### src/rtl/activation_pkg.sv
// Shared definitions for the piecewise-linear sigmoid stage.
// Constants are kept in 1/32 units and scaled up to the datapath precision.
package activation_pkg;

    typedef enum logic [1:0] {
        S_IDLE,
        S_CALC,
        S_DONE
    } state_e;

    // Internal precision carries this many bits beyond FRACTION_WIDTH.
    localparam int EXTRA_FRAC = 5;

    // Breakpoints 1, 2.375, 5 in units of 2^-EXTRA_FRAC.
    localparam int BP1_Q = 32;
    localparam int BP2_Q = 76;
    localparam int BP3_Q = 160;

    // Slopes 1/4, 1/8, 1/32 as right-shift amounts.
    localparam int SH0 = 2;
    localparam int SH1 = 3;
    localparam int SH2 = 5;

    // Offsets 0.5, 0.625, 0.84375 in units of 2^-EXTRA_FRAC.
    localparam int OFF0_Q = 16;
    localparam int OFF1_Q = 20;
    localparam int OFF2_Q = 27;

    function automatic int to_int(input int q, input int fw);
        return q << fw;
    endfunction

endpackage

### src/rtl/sigmoid_pwl_cell.sv
// Combinational sigmoid approximation for one signed fixed-point cell,
// producing the truncated activation and its y*(1-y) derivative.
module sigmoid_pwl_cell
    import activation_pkg::*;
#(
    parameter int INPUT_CELL_WIDTH  = 8,
    parameter int OUTPUT_CELL_WIDTH = 8,
    parameter int FRACTION_WIDTH    = 4
) (
    input  logic [INPUT_CELL_WIDTH-1:0]  x,
    output logic [OUTPUT_CELL_WIDTH-1:0] act,
    output logic [OUTPUT_CELL_WIDTH-1:0] der
);

    localparam int XW = (INPUT_CELL_WIDTH > FRACTION_WIDTH + 3) ?
                        INPUT_CELL_WIDTH : FRACTION_WIDTH + 3;
    localparam int IW = XW + EXTRA_FRAC + 1;
    localparam int FW = FRACTION_WIDTH;

    localparam logic [IW-1:0] BP1  = IW'(to_int(BP1_Q, FW));
    localparam logic [IW-1:0] BP2  = IW'(to_int(BP2_Q, FW));
    localparam logic [IW-1:0] BP3  = IW'(to_int(BP3_Q, FW));
    localparam logic [IW-1:0] OFF0 = IW'(to_int(OFF0_Q, FW));
    localparam logic [IW-1:0] OFF1 = IW'(to_int(OFF1_Q, FW));
    localparam logic [IW-1:0] OFF2 = IW'(to_int(OFF2_Q, FW));
    localparam logic [IW-1:0] ONE_I = IW'(1) << (FW + EXTRA_FRAC);
    localparam logic [FW:0]   ONE_T = {1'b1, {FW{1'b0}}};

    logic          neg;
    logic [IW-1:0] xs;
    logic [IW-1:0] mag;
    logic [IW-1:0] a_i;
    logic [IW-1:0] y_pos;
    logic [IW-1:0] y;
    logic [FW:0]   yt;
    logic [2*FW+1:0] prod;

    always_comb begin
        neg  = x[INPUT_CELL_WIDTH-1];
        xs   = IW'($signed(x));
        // Extra headroom bit keeps |most negative input| representable.
        mag  = neg ? (~xs + IW'(1)) : xs;
        a_i  = mag << EXTRA_FRAC;
        if (a_i >= BP3) begin
            y_pos = ONE_I;
        end else if (a_i >= BP2) begin
            y_pos = (a_i >> SH2) + OFF2;
        end else if (a_i >= BP1) begin
            y_pos = (a_i >> SH1) + OFF1;
        end else begin
            y_pos = (a_i >> SH0) + OFF0;
        end
        y    = neg ? (ONE_I - y_pos) : y_pos;
        yt   = (FW+1)'(y >> EXTRA_FRAC);
        prod = yt * (ONE_T - yt);
        act  = OUTPUT_CELL_WIDTH'(yt);
        der  = OUTPUT_CELL_WIDTH'(prod >> FW);
    end

endmodule

### src/rtl/activation_sigmoid.sv
// Sigmoid/derivative stage after the MVM: latches a vector, evaluates
// TILING cells per cycle and holds both result vectors for the consumer.
module activation_sigmoid
    import activation_pkg::*;
#(
    parameter int NEURON_NUM        = 4,
    parameter int INPUT_CELL_WIDTH  = 8,
    parameter int OUTPUT_CELL_WIDTH = 8,
    parameter int FRACTION_WIDTH    = 4,
    parameter int TILING            = 2
) (
    input  logic                                   clk,
    input  logic                                   rst,
    input  logic [NEURON_NUM*INPUT_CELL_WIDTH-1:0]  in_vector,
    input  logic                                   in_valid,
    output logic                                   in_ready,
    output logic [NEURON_NUM*OUTPUT_CELL_WIDTH-1:0] activation,
    output logic [NEURON_NUM*OUTPUT_CELL_WIDTH-1:0] derivative,
    output logic                                   out_valid,
    input  logic                                   out_ready
);

    localparam int IW   = INPUT_CELL_WIDTH;
    localparam int OW   = OUTPUT_CELL_WIDTH;
    localparam int IDXW = $clog2(NEURON_NUM + TILING) + 1;

    state_e                   state_q, state_d;
    logic [IDXW-1:0]          idx_q, idx_d, idx_next;
    logic [NEURON_NUM*IW-1:0] in_buf_q, in_buf_d;
    logic [NEURON_NUM*OW-1:0] act_q, act_d;
    logic [NEURON_NUM*OW-1:0] der_q, der_d;

    logic [IDXW-1:0] lane_idx [TILING];
    logic [IW-1:0]   lane_x   [TILING];
    logic [OW-1:0]   lane_act [TILING];
    logic [OW-1:0]   lane_der [TILING];

    // Lanes past the last neuron match no cell, so they read 0 and write nothing.
    always_comb begin
        for (int l = 0; l < TILING; l++) begin
            lane_idx[l] = idx_q + IDXW'(l);
            lane_x[l]   = '0;
            for (int n = 0; n < NEURON_NUM; n++) begin
                if (lane_idx[l] == IDXW'(n)) begin
                    lane_x[l] = in_buf_q[n*IW +: IW];
                end
            end
        end
    end

    for (genvar g = 0; g < TILING; g++) begin : g_lane
        sigmoid_pwl_cell #(
            .INPUT_CELL_WIDTH (INPUT_CELL_WIDTH),
            .OUTPUT_CELL_WIDTH(OUTPUT_CELL_WIDTH),
            .FRACTION_WIDTH   (FRACTION_WIDTH)
        ) u_cell (
            .x  (lane_x[g]),
            .act(lane_act[g]),
            .der(lane_der[g])
        );
    end

    always_comb begin
        state_d  = state_q;
        idx_d    = idx_q;
        in_buf_d = in_buf_q;
        act_d    = act_q;
        der_d    = der_q;
        idx_next = idx_q + IDXW'(TILING);
        unique case (state_q)
            S_IDLE: begin
                if (in_valid) begin
                    in_buf_d = in_vector;
                    idx_d    = '0;
                    state_d  = S_CALC;
                end
            end
            S_CALC: begin
                for (int n = 0; n < NEURON_NUM; n++) begin
                    for (int l = 0; l < TILING; l++) begin
                        if (lane_idx[l] == IDXW'(n)) begin
                            act_d[n*OW +: OW] = lane_act[l];
                            der_d[n*OW +: OW] = lane_der[l];
                        end
                    end
                end
                idx_d = idx_next;
                if (idx_next >= IDXW'(NEURON_NUM)) begin
                    state_d = S_DONE;
                end
            end
            S_DONE: begin
                if (out_ready) begin
                    state_d = S_IDLE;
                end
            end
            default: state_d = S_IDLE;
        endcase
    end

    always_ff @(posedge clk or negedge rst) begin
        if (!rst) begin
            state_q  <= S_IDLE;
            idx_q    <= '0;
            in_buf_q <= '0;
            act_q    <= '0;
            der_q    <= '0;
        end else begin
            state_q  <= state_d;
            idx_q    <= idx_d;
            in_buf_q <= in_buf_d;
            act_q    <= act_d;
            der_q    <= der_d;
        end
    end

    assign in_ready   = (state_q == S_IDLE);
    assign out_valid  = (state_q == S_DONE);
    assign activation = act_q;
    assign derivative = der_q;

endmodule

### config.mk
export PLATFORM = sky130hd
export DESIGN_NAME = activation_sigmoid
export DESIGN_NICKNAME = d
export VERILOG_FILES = /design/src/rtl/activation_pkg.sv /design/src/rtl/sigmoid_pwl_cell.sv /design/src/rtl/activation_sigmoid.sv
export SDC_FILE = /design/constraint.sdc
export NUM_CORES = 1
export LEC_CHECK = 0
export BUFFER_PORTS_ARGS = -buffer_cell sky130_fd_sc_hd__buf_4
export CORE_AREA = 4 4 89 154
export DETAILED_ROUTE_END_ITERATION = 16
export DIE_AREA = 0 0 93 158
export HOLD_SLACK_MARGIN = 0.03
export PLACE_DENSITY = 0.84
export SYNTH_ARGS = -nofsm -noshare
export SYNTH_HDL_FRONTEND = slang
export SYNTH_SLANG_ARGS = --single-unit
export TNS_END_PERCENT = 50
### constraint.sdc
create_clock -name clk -period 14.3 [get_ports clk]
set_input_delay 2.86 -clock clk [delete_from_list [all_inputs] [get_ports clk]]
set_output_delay 2.86 -clock clk [all_outputs]
set_load 0.02 [all_outputs]
==> key figures, run 1 <==
Layout
  – Share of layout cells above drive strength 1: 0.232
  – Final #Nets: 963
  – Final Non-Filler Cells: 1017
  – Design area: 8300 sq um
  – Fillers: 1045
  – Area Overhead vs Synth: 13.1%
  – ANT cells: 0

Timing
  – Layout Skew: 4.57 ps
  – Worst-margin pin slew: 983 ps
  – Fin. Hold Viols: 0
  – Max-slew violations: 0
  – Crit share post-route: 0.681
  – Endpoints failing setup: 0
  – Unrepaired setup endpoints after global routing: false
  – Setup TNS Final: 0 ps
  – Max Fclk: 0.103 GHz
  – Crit path time final: 9740 ps
  – Max-slew headroom: 0.345

Placed design
  – Area after DPL: 7980 sq um
  – Post-DP HPWL: 12.7 mm
  – Cells after DPL: 1001
  – Port buffer count: 81
  – Final GP Congestion: 0.944

Worst setup path
  – Reg2reg path depth: 33
  – CP max FO: 42
  – Register-to-register setup slack: 4560 ps
  – Critical Path RT: 14500 ps
  – Slowest cell on the critical path: mux2i_1
  – CP startpoint kind: register
  – Type of the worst setup path: reg -> reg
  – Worst path max stage delay: 760 ps
  – RR Startpoint: idx_q[1]
  – Crit. End Element: register
  – WP data arrival: 9940 ps
  – FF-to-FF End: derivative[21]

Synth
  – Synthesized area: 7340 sq um
  – EDFF count, synth: 0
  – Synthesized flop and latch total: 81
  – Commonest cells post-synth: dfrtp_1, inv_1, nor2_1
  – Sequential element share of the synthesized area: 0.276
  – Synth area leaders: dfrtp_1, fa_1, ha_1
  – Syn_area_per_cell: 9.48 sq um
  – Predominant post-synthesis flop cell: dfrtp_1
  – Gate Count Post-Synth: 774
  – Fraction of registers with async set/reset: 1.00
  – Distinct cells, synth: 90
  – Most numerous cell in the Yosys netlist: dfrtp_1
  – Area leader, netlist: dfrtp_1
  – Syn. warnings: 0
  – Synth top area share: 0.276

Floorplanning
  – Die X-Extent: 93 um
  – # IOs: 102
  – Die area: 14700 sq um
  – Core area: 12400 sq um
  – Num rows: 54
  – Starting Density: 0.590
  – Die Ht: 158 um

Global routing
  – Global-route wire length before repair: 27.4 mm
  – Largest net degree at the start of global routing: 82
  – Gr ovfl total: 0
  – GRT Util Overall: 0.227
  – Vias in the first global route: 6016
  – Initial antenna violation count: 0

Routing
  – Residual DRC: 0
  – Vias: 5882
  – Final antenna-violating net count: 0
  – DR vias/cell: 5.78
  – 1st-iter DRT viols: 171
  – Drt pass-1 iters: 4
  – DR WL/cell: 15.8 um
  – Routed WL: 16.1 mm

Min path
  – Hold Crit Start: derivative[2]
  – Worst min path class: reg -> reg
  – Worst Hold Depth: 2
  – Worst Hold Path EP: derivative[2]

Run
  – Maxcap violations: 0

Clock network
  – CTS tree: built
  – CTS root buf: clkbuf_16
  – # clock sinks: 81
  – Clock H-tree levels: 3
  – Setup bufs post-CTS: 0
  – CTS Buffer Depth: 2
  – Worst-Skew Late Latency: 340 ps
  – Num CTS Buffers: 9
  – Resized Gates After CTS: 0
  – Hold buffers post-CTS: 0
  – Worst-path clk slew: 60 ps

Outcome
  – Outcome: complete, no violations
## sequential cells by signal (all words and copies together) (netlist names)
signal and flops:
derivative 24, in_buf_q 32, state_q 2, idx_q 3, activation 20
## cell families (layout without fill, tap and decap cells)
logic type | Yosys count | in the layout | share of synthesized area
AOI/OAI and AO/OA | 158 | 158 | 0.166
DFF | 81 | 81 | 0.276
muxes | 72 | 72 | 0.110
adders and majority gates | 83 | 83 | 0.174
other | 1 | 20 | 0.000511
and+or+nand+nor | 230 | 230 | 0.154
buffers and inverters | 118 | 174 | 0.0771
xor gates and xnor gates | 31 | 31 | 0.0426
## per-layer routing
| layer | global-route usage | vias up | share of wire |
|---|---|---|---|
| li1 | - | 2825 | - |
| met5 | 0 | - | 0 |
| met4 | 0.103 | 0 | 0.035 |
| met3 | 0.0352 | 53 | 0.041 |
| met2 | 0.425 | 163 | 0.54 |
| met1 | 0.249 | 2841 | 0.38 |
## layout make-up
type	count	area, sq um	area share
Clock buffer	11	243	0.0293
Clock inverter	5	78.8	0.00950
Inverter	70	263	0.0317
Multi-Input combinational cell	594	4810	0.580
Sequential cell	81	2030	0.244
Tap cell	168	210	0.0253
Timing Repair Buffer	88	661	0.0796
## worst max-delay path by stage
stage | from | endpoint | slack, ps | cells after the start
floorplan | idx_q[3] | derivative[13] | 6130 | 33
global placement | idx_q[1] | derivative[21] | 4940 | 33
detailed placement | idx_q[1] | derivative[5] | 4700 | 33
CTS | idx_q[1] | derivative[5] | 4600 | 33
global route | idx_q[1] | derivative[21] | 3800 | 33
finish | idx_q[1] | derivative[21] | 4560 | 33
## stage by stage
stage | setup WS, ps | utilization | hold WS (ps)
5_1_grt | 3800 | 0.667 | 497
6_report | 4560 | 0.667 | 477
3_3_place_gp | 4940 | 0.642 | 463
3_5_place_dp | 4700 | 0.642 | 467
2_1_floorplan | 6130 | - | 480
4_1_cts | 4600 | 0.667 | 480
## cells in the final DEF (no fill, tap or decap), types with 10 or more instances in the layout
master,Yosys,final
a21oi_1,16,16
buf_4,20,88
conb_1,1,20
dfrtp_1,81,81
fa_1,32,32
ha_1,51,51
inv_1,65,65
mux2_2,51,51
mux2i_1,18,18
nand2_1,62,62
nand2b_1,11,11
nand3_1,15,15
nor2_1,65,65
nor2b_1,10,10
nor3_1,22,22
o21a_1,11,11
o21ai_0,35,35
o31ai_1,16,16
xnor2_1,24,24
## critical path: cells and delay by family, from the launching register on
family	cells	cell delay (ps)
AO/OA/AOI/OAI	10	2390
XOR/XNOR	1	190
adder cells (fa/ha/maj)	7	2600
buffers and inverters	5	790
flip-flops	1	320
multiplexers	4	1630
AND/OR/NAND/NOR	6	1640
Power of run 1 is left out: the tool's default activity adds up to more than one toggle a clock period on the data nets, which glitch-free logic cannot reach.
==> run 2: changes to the inputs <==
- CORE_AREA: 4 4 89 154 -> 4 4 90 155
- DIE_AREA: 0 0 93 158 -> 0 0 94 159
- PLACE_DENSITY: 0.84 -> 0.83
- clock period: 14.3 -> 10 ns (I/O delays scaled with it)
==> run 2 against run 1 <==
Compared with the run above:
- core utilization is 0.44 points lower
- via count grew 1.5%
- maximum frequency grew 5.7%
- setup slack lost 3800 ps
- clock-buffer cell count increased by 1
- global-route usage down 0.20 points
- worst hold slack worse by 1.4 ps
- first-iteration DRC count increased by 9.4%
- routed wire length is 0.80% higher
- critical path depth stayed put
- flip-flop and latch count unchanged
==> key figures, run 2 (synthesis results as in run 1) <==
Global routing
  – Gr ovfl total: 0 (unchanged)
  – Initial antenna violation count: 0 (unchanged)
  – GRT Util Overall: 0.225 (-0.00196)
  – Vias in the first global route: 6037 (+0.35%)
  – Global-route wire length before repair: 27.5 mm (+0.63%)
  – Largest net degree at the start of global routing: 82 (unchanged)

Clock network
  – # clock sinks: 81 (unchanged)
  – CTS tree: built
  – Clock H-tree levels: 3 (unchanged)
  – Worst-path clk slew: 60 ps (about the same)
  – Setup bufs post-CTS: 0 (unchanged)
  – Resized Gates After CTS: 0 (unchanged)
  – CTS Buffer Depth: 2 (unchanged)
  – Worst-Skew Late Latency: 340 ps (about the same)
  – CTS root buf: clkbuf_16
  – Hold buffers post-CTS: 0 (unchanged)
  – Num CTS Buffers: 9 (unchanged)

Timing
  – Layout Skew: 5.84 ps (+1.26 ps)
  – Worst-margin pin slew: 984 ps (+1.70 ps)
  – Max Fclk: 0.109 GHz (+5.7%)
  – Unrepaired setup endpoints after global routing: false
  – Max-slew headroom: 0.344 (-0.00113)
  – Crit path time final: 9220 ps (-525 ps)
  – Max-slew violations: 0 (unchanged)
  – Fin. Hold Viols: 0 (unchanged)
  – Setup TNS Final: 0 ps (unchanged)
  – Endpoints failing setup: 0 (unchanged)
  – Crit share post-route: 0.922 (+0.240)

Layout
  – Fillers: 1041 (-0.38%)
  – Area Overhead vs Synth: 13.6%
  – Share of layout cells above drive strength 1: 0.236 (+0.00416)
  – Commonest non-fill, non-tap cell in the layout: buf_4
  – Most frequent cells in the layout: buf_4, dfrtp_1, nor2_1, inv_1, nand2_1
  – Final Non-Filler Cells: 1019 (+0.20%)
  – Register with the most flip-flops: in_buf_q
  – Final #Nets: 965 (+0.21%)
  – Design area: 8330 sq um (+0.42%)
  – ANT cells: 0 (unchanged)
  – Post-Route Utilization: 0.663 (-0.00439)
  – Max reg flops: 32 (unchanged)

Worst setup path
  – Type of the worst setup path: reg -> reg
  – CP startpoint kind: register
  – Cell family with most CP delay: adder cells
  – Reg2reg path depth: 33 (unchanged)
  – WP data arrival: 9430 ps (-510 ps)
  – CP max FO: 19 (-55%)
  – Crit. path cell count: 33 (unchanged)
  – Critical Path RT: 10210 ps (-4290 ps)
  – Worst path max stage delay: 650 ps (-110 ps)
  – Crit path buf inv count: 4 (-1)
  – Slowest cell on the critical path: dfrtp_2
  – Crit. End Element: register

Placed design
  – Port buffer count: 81 (unchanged)
  – Cells after DPL: 1003 (+0.20%)
  – Final GP Congestion: 0.981 (+4.0%)
  – Post-DP HPWL: 12.8 mm (+0.98%)
  – Area after DPL: 7990 sq um (+0.19%)

Routing
  – DR vias/cell: 5.86 (+1.3%)
  – Final antenna-violating net count: 0 (unchanged)
  – Routed WL: 16.2 mm (+0.80%)
  – DR WL/cell: 15.9 um (+0.61%)
  – 1st-iter DRT viols: 187 (+9.4%)
  – Residual DRC: 0 (unchanged)
  – Drt pass-1 iters: 7 (+3)
  – Vias: 5973 (+1.5%)

Min path
  – Worst Hold Depth: 2 (unchanged)
  – Worst min path class: reg -> reg

Floorplanning
  – Die Ht: 159 um (+0.63%)
  – Starting Density: 0.584 (-0.00634)
  – Die X-Extent: 94 um (+1.1%)
  – Core area: 12600 sq um (+1.1%)
  – Num rows: 54 (unchanged)
  – Die area: 14900 sq um (+1.7%)
  – # IOs: 102 (unchanged)

Outcome
  – Outcome: complete, no violations

Run
  – Maxcap violations: 0 (unchanged)
==> run 2: cell types whose count changed in the layout (fill, tap and decap cells not counted) <==
cell      before  now
buf_4         88   90
clkbuf_1       1    0
clkbuf_8       1    3
clkinv_2       2    1
dfrtp_1       81   80
dfrtp_2        0    1
==> run 2: final cells by class <==
| class | count | area [sq um] | share of cell area |
|---|---|---|---|
| clock buffer | 12 | 267 | 0.0320 |
| clock inverter | 4 | 73.8 | 0.00886 |
| inverter | 70 | 263 | 0.0315 |
| multi-input combinational | 594 | 4810 | 0.578 |
| sequential | 81 | 2030 | 0.243 |
| tap | 168 | 210 | 0.0252 |
| timing repair buffer | 90 | 676 | 0.0811 |
==> run 2: metrics by stage <==
step,worst slack [ps],hold slack [ps]
2_1_floorplan,1830,480
3_3_place_gp,1040,463
3_5_place_dp,729,467
4_1_cts,615,480
5_1_grt,151,501
6_report,784,475
==> run 2: path summary, 6_finish.rpt <==
check / startpoint / end / slack, ps
setup / recovery: idx_q[1] / derivative[21] / 780
hold / removal: derivative[2] / derivative[2] / 480
setup reg to reg: idx_q[1] / derivative[21] / 780
hold reg to reg: derivative[2] / derivative[2] / 480
max in group asynchronous: rst / idx_q[1] / 7480
min in group asynchronous: rst / derivative[16] / 1830
==> run 2: layer usage <==
| layer | track usage | vias to the layer above | wire (um) |
|---|---|---|---|
| met1 | 0.243 | 2871 | 5920 |
| met3 | 0.0364 | 59 | 805 |
| met2 | 0.412 | 208 | 8790 |
| met5 | 0 | - | 0 |
| li1 | - | 2835 | - |
| met4 | 0.110 | 0 | 664 |
==> run 2: worst reg2reg max path, delay by kind of cell, from the launching register on <==
kind / cells / cell delay, ps
flip-flops: 1 / 650
buffers and inverters: 4 / 360
AO/OA/AOI/OAI: 11 / 2440
XOR/XNOR: 2 / 660
multiplexers: 1 / 360
adder cells (fa/ha/maj): 7 / 2660
AND/OR/NAND/NOR: 8 / 1940
Power of run 2 is left out for the same reason.
==> run 3: changes to the inputs <==
- REMOVE_ABC_BUFFERS: default -> 1
==> run 3 against run 2 <==
Compared with the run above:
- via count down 1.1%
- clock-buffer cell count down 1
- critical path depth unchanged
- design area about the same
- non-clock buffer count up 2
- critical endpoint is now derivative[5]
==> key figures, run 3 (synthesis results as in run 1) <==
Layout
  – Area Overhead vs Synth: 13.5% (about the same)
  – ANT cells: 0 (unchanged)
  – Share of layout cells above drive strength 1: 0.237 (+0.000619)
  – Multi-input combinational cell area: 4810 sq um (unchanged)
  – Register with the most flip-flops: in_buf_q
  – Commonest non-fill, non-tap cell in the layout: buf_4
  – Reg area: 2030 sq um (unchanged)
  – Post-Route Utilization: 0.663 (about the same)
  – Fillers: 1039 (-0.19%)
  – Final #Nets: 967 (+0.21%)
  – Most frequent cells in the layout: buf_4, dfrtp_1, nor2_1, inv_1, nand2_1
  – Max reg flops: 32 (unchanged)

Global routing
  – GRT Util Overall: 0.227 (+0.00164)
  – Vias in the first global route: 6184 (+2.4%)
  – Global-route wire length before repair: 28.1 mm (+2.0%)
  – Largest net degree at the start of global routing: 42 (-49%)
  – Gr ovfl total: 0 (unchanged)
  – Initial antenna violation count: 0 (unchanged)

Floorplanning
  – # IOs: 102 (unchanged)
  – Core area: 12600 sq um (unchanged)
  – Die area: 14900 sq um (unchanged)
  – Num rows: 54 (unchanged)
  – Die Ht: 159 um (unchanged)
  – Starting Density: 0.584 (unchanged)
  – Die X-Extent: 94 um (unchanged)

Clock network
  – # clock sinks: 81 (unchanged)
  – CTS root buf: clkbuf_16
  – Clock H-tree levels: 3 (unchanged)
  – CTS Buffer Depth: 2 (unchanged)
  – Setup bufs post-CTS: 0 (unchanged)
  – Worst-path clk slew: 60 ps (about the same)
  – Num CTS Buffers: 9 (unchanged)
  – CTS tree: built
  – Worst-Skew Late Latency: 340 ps (about the same)
  – Hold buffers post-CTS: 0 (unchanged)

Min path
  – Worst min path class: reg -> reg
  – Worst Hold Depth: 2 (unchanged)
  – Worst Hold Path EP: derivative[2]
  – Hold Crit Start: derivative[2]

Worst setup path
  – CP startpoint kind: register
  – Crit. End Element: register
  – FF-to-FF End: derivative[5]
  – CP max FO: 20 (+1)
  – Register-to-register setup slack: 680 ps (-110 ps)
  – WP data arrival: 9530 ps (+100 ps)
  – Slowest cell on the critical path: dfrtp_2
  – RR Startpoint: idx_q[1]
  – Critical Path RT: 10200 ps (about the same)
  – Worst path max stage delay: 640 ps (about the same)
  – Reg2reg path depth: 33 (unchanged)
  – Type of the worst setup path: reg -> reg

Timing
  – Layout Skew: 7.42 ps (+1.59 ps)
  – Max-slew headroom: 0.475 (+0.131)
  – Max Fclk: 0.107 GHz (-1.2%)
  – Crit share post-route: 0.932 (+0.0108)
  – Setup TNS Final: 0 ps (unchanged)
  – Max-slew violations: 0 (unchanged)
  – Worst-margin pin slew: 786 ps (-199 ps)
  – Fin. Hold Viols: 0 (unchanged)
  – Unrepaired setup endpoints after global routing: false
  – Crit path time final: 9320 ps (+108 ps)
  – Endpoints failing setup: 0 (unchanged)

Placed design
  – Port buffer count: 81 (unchanged)
  – Post-DP HPWL: 12.8 mm (about the same)
  – Final GP Congestion: 0.927 (-5.5%)

Routing
  – 1st-iter DRT viols: 167 (-11%)
  – DR WL/cell: 16.0 um (+0.98%)
  – Drt pass-1 iters: 5 (-2)
  – Residual DRC: 0 (unchanged)
  – Vias: 5910 (-1.1%)
  – Routed WL: 16.4 mm (+1.2%)
  – Final antenna-violating net count: 0 (unchanged)
  – DR vias/cell: 5.79 (-1.2%)

Outcome
  – Outcome: complete, no violations

Run
  – Maxcap violations: 0 (unchanged)
## run 3: cell count changes in the layout (fill, tap and decap cells not counted)
cell | previous run | this run
clkinv_2 | 1 | 2
buf_4 | 90 | 92
clkbuf_8 | 3 | 1
clkbuf_1 | 0 | 1
## run 3: per-stage QoR
stage	setup WS (ps)	cells	area (sq um)	hold slack, ps
3_5_place_dp	667	1005	8010	471
2_1_floorplan	1220	745	7100	480
3_3_place_gp	744	1005	8010	461
5_1_grt	29.7	1021	8330	491
4_1_cts	481	1021	8330	485
6_report	677	1021	8330	478
## run 3: metal layers
metal	wire length, um	GRT usage
met1	6180	0.251
met3	647	0.0331
met4	545	0.0960
met2	9000	0.418
met5	0	0
## run 3: layout make-up
type                    count  share of cell area
multi-input cells         594               0.578
flip-flops and latches     81               0.244
repair buffers             92              0.0829
inverters                  70              0.0316
clock buffers              11              0.0291
well taps                 168              0.0252
clock inverters             5             0.00947
## run 3: repair_timing
action | CTS | global route
resized for setup | 0 | 1
hold endpoints to repair | 0 | 0
setup endpoints to repair | 0 | 2
## run 3: worst max-delay path, delay by kind of cell, from the launching register on
kind,cells,cell delay (ps)
AOI/OAI and AO/OA,11,2500
xor gates and xnor gates,2,660
adders and majority gates,7,2670
buffers and inverters,4,360
DFF,1,640
muxes,1,360
and+or+nand+nor,8,1970
## run 3: worst max path at each step
| stage | endpoint | cells after the start | slack [ps] | start |
|---|---|---|---|---|
| after floorplan | derivative[21] | 32 | 1220 | idx_q[1] |
| after global placement | derivative[21] | 33 | 740 | idx_q[1] |
| after detailed placement | derivative[5] | 33 | 670 | idx_q[1] |
| after CTS | derivative[5] | 33 | 480 | idx_q[1] |
| after global routing | derivative[21] | 33 | 30 | idx_q[1] |
| final | derivative[5] | 33 | 680 | idx_q[1] |
Power of run 3 is left out for the same reason.
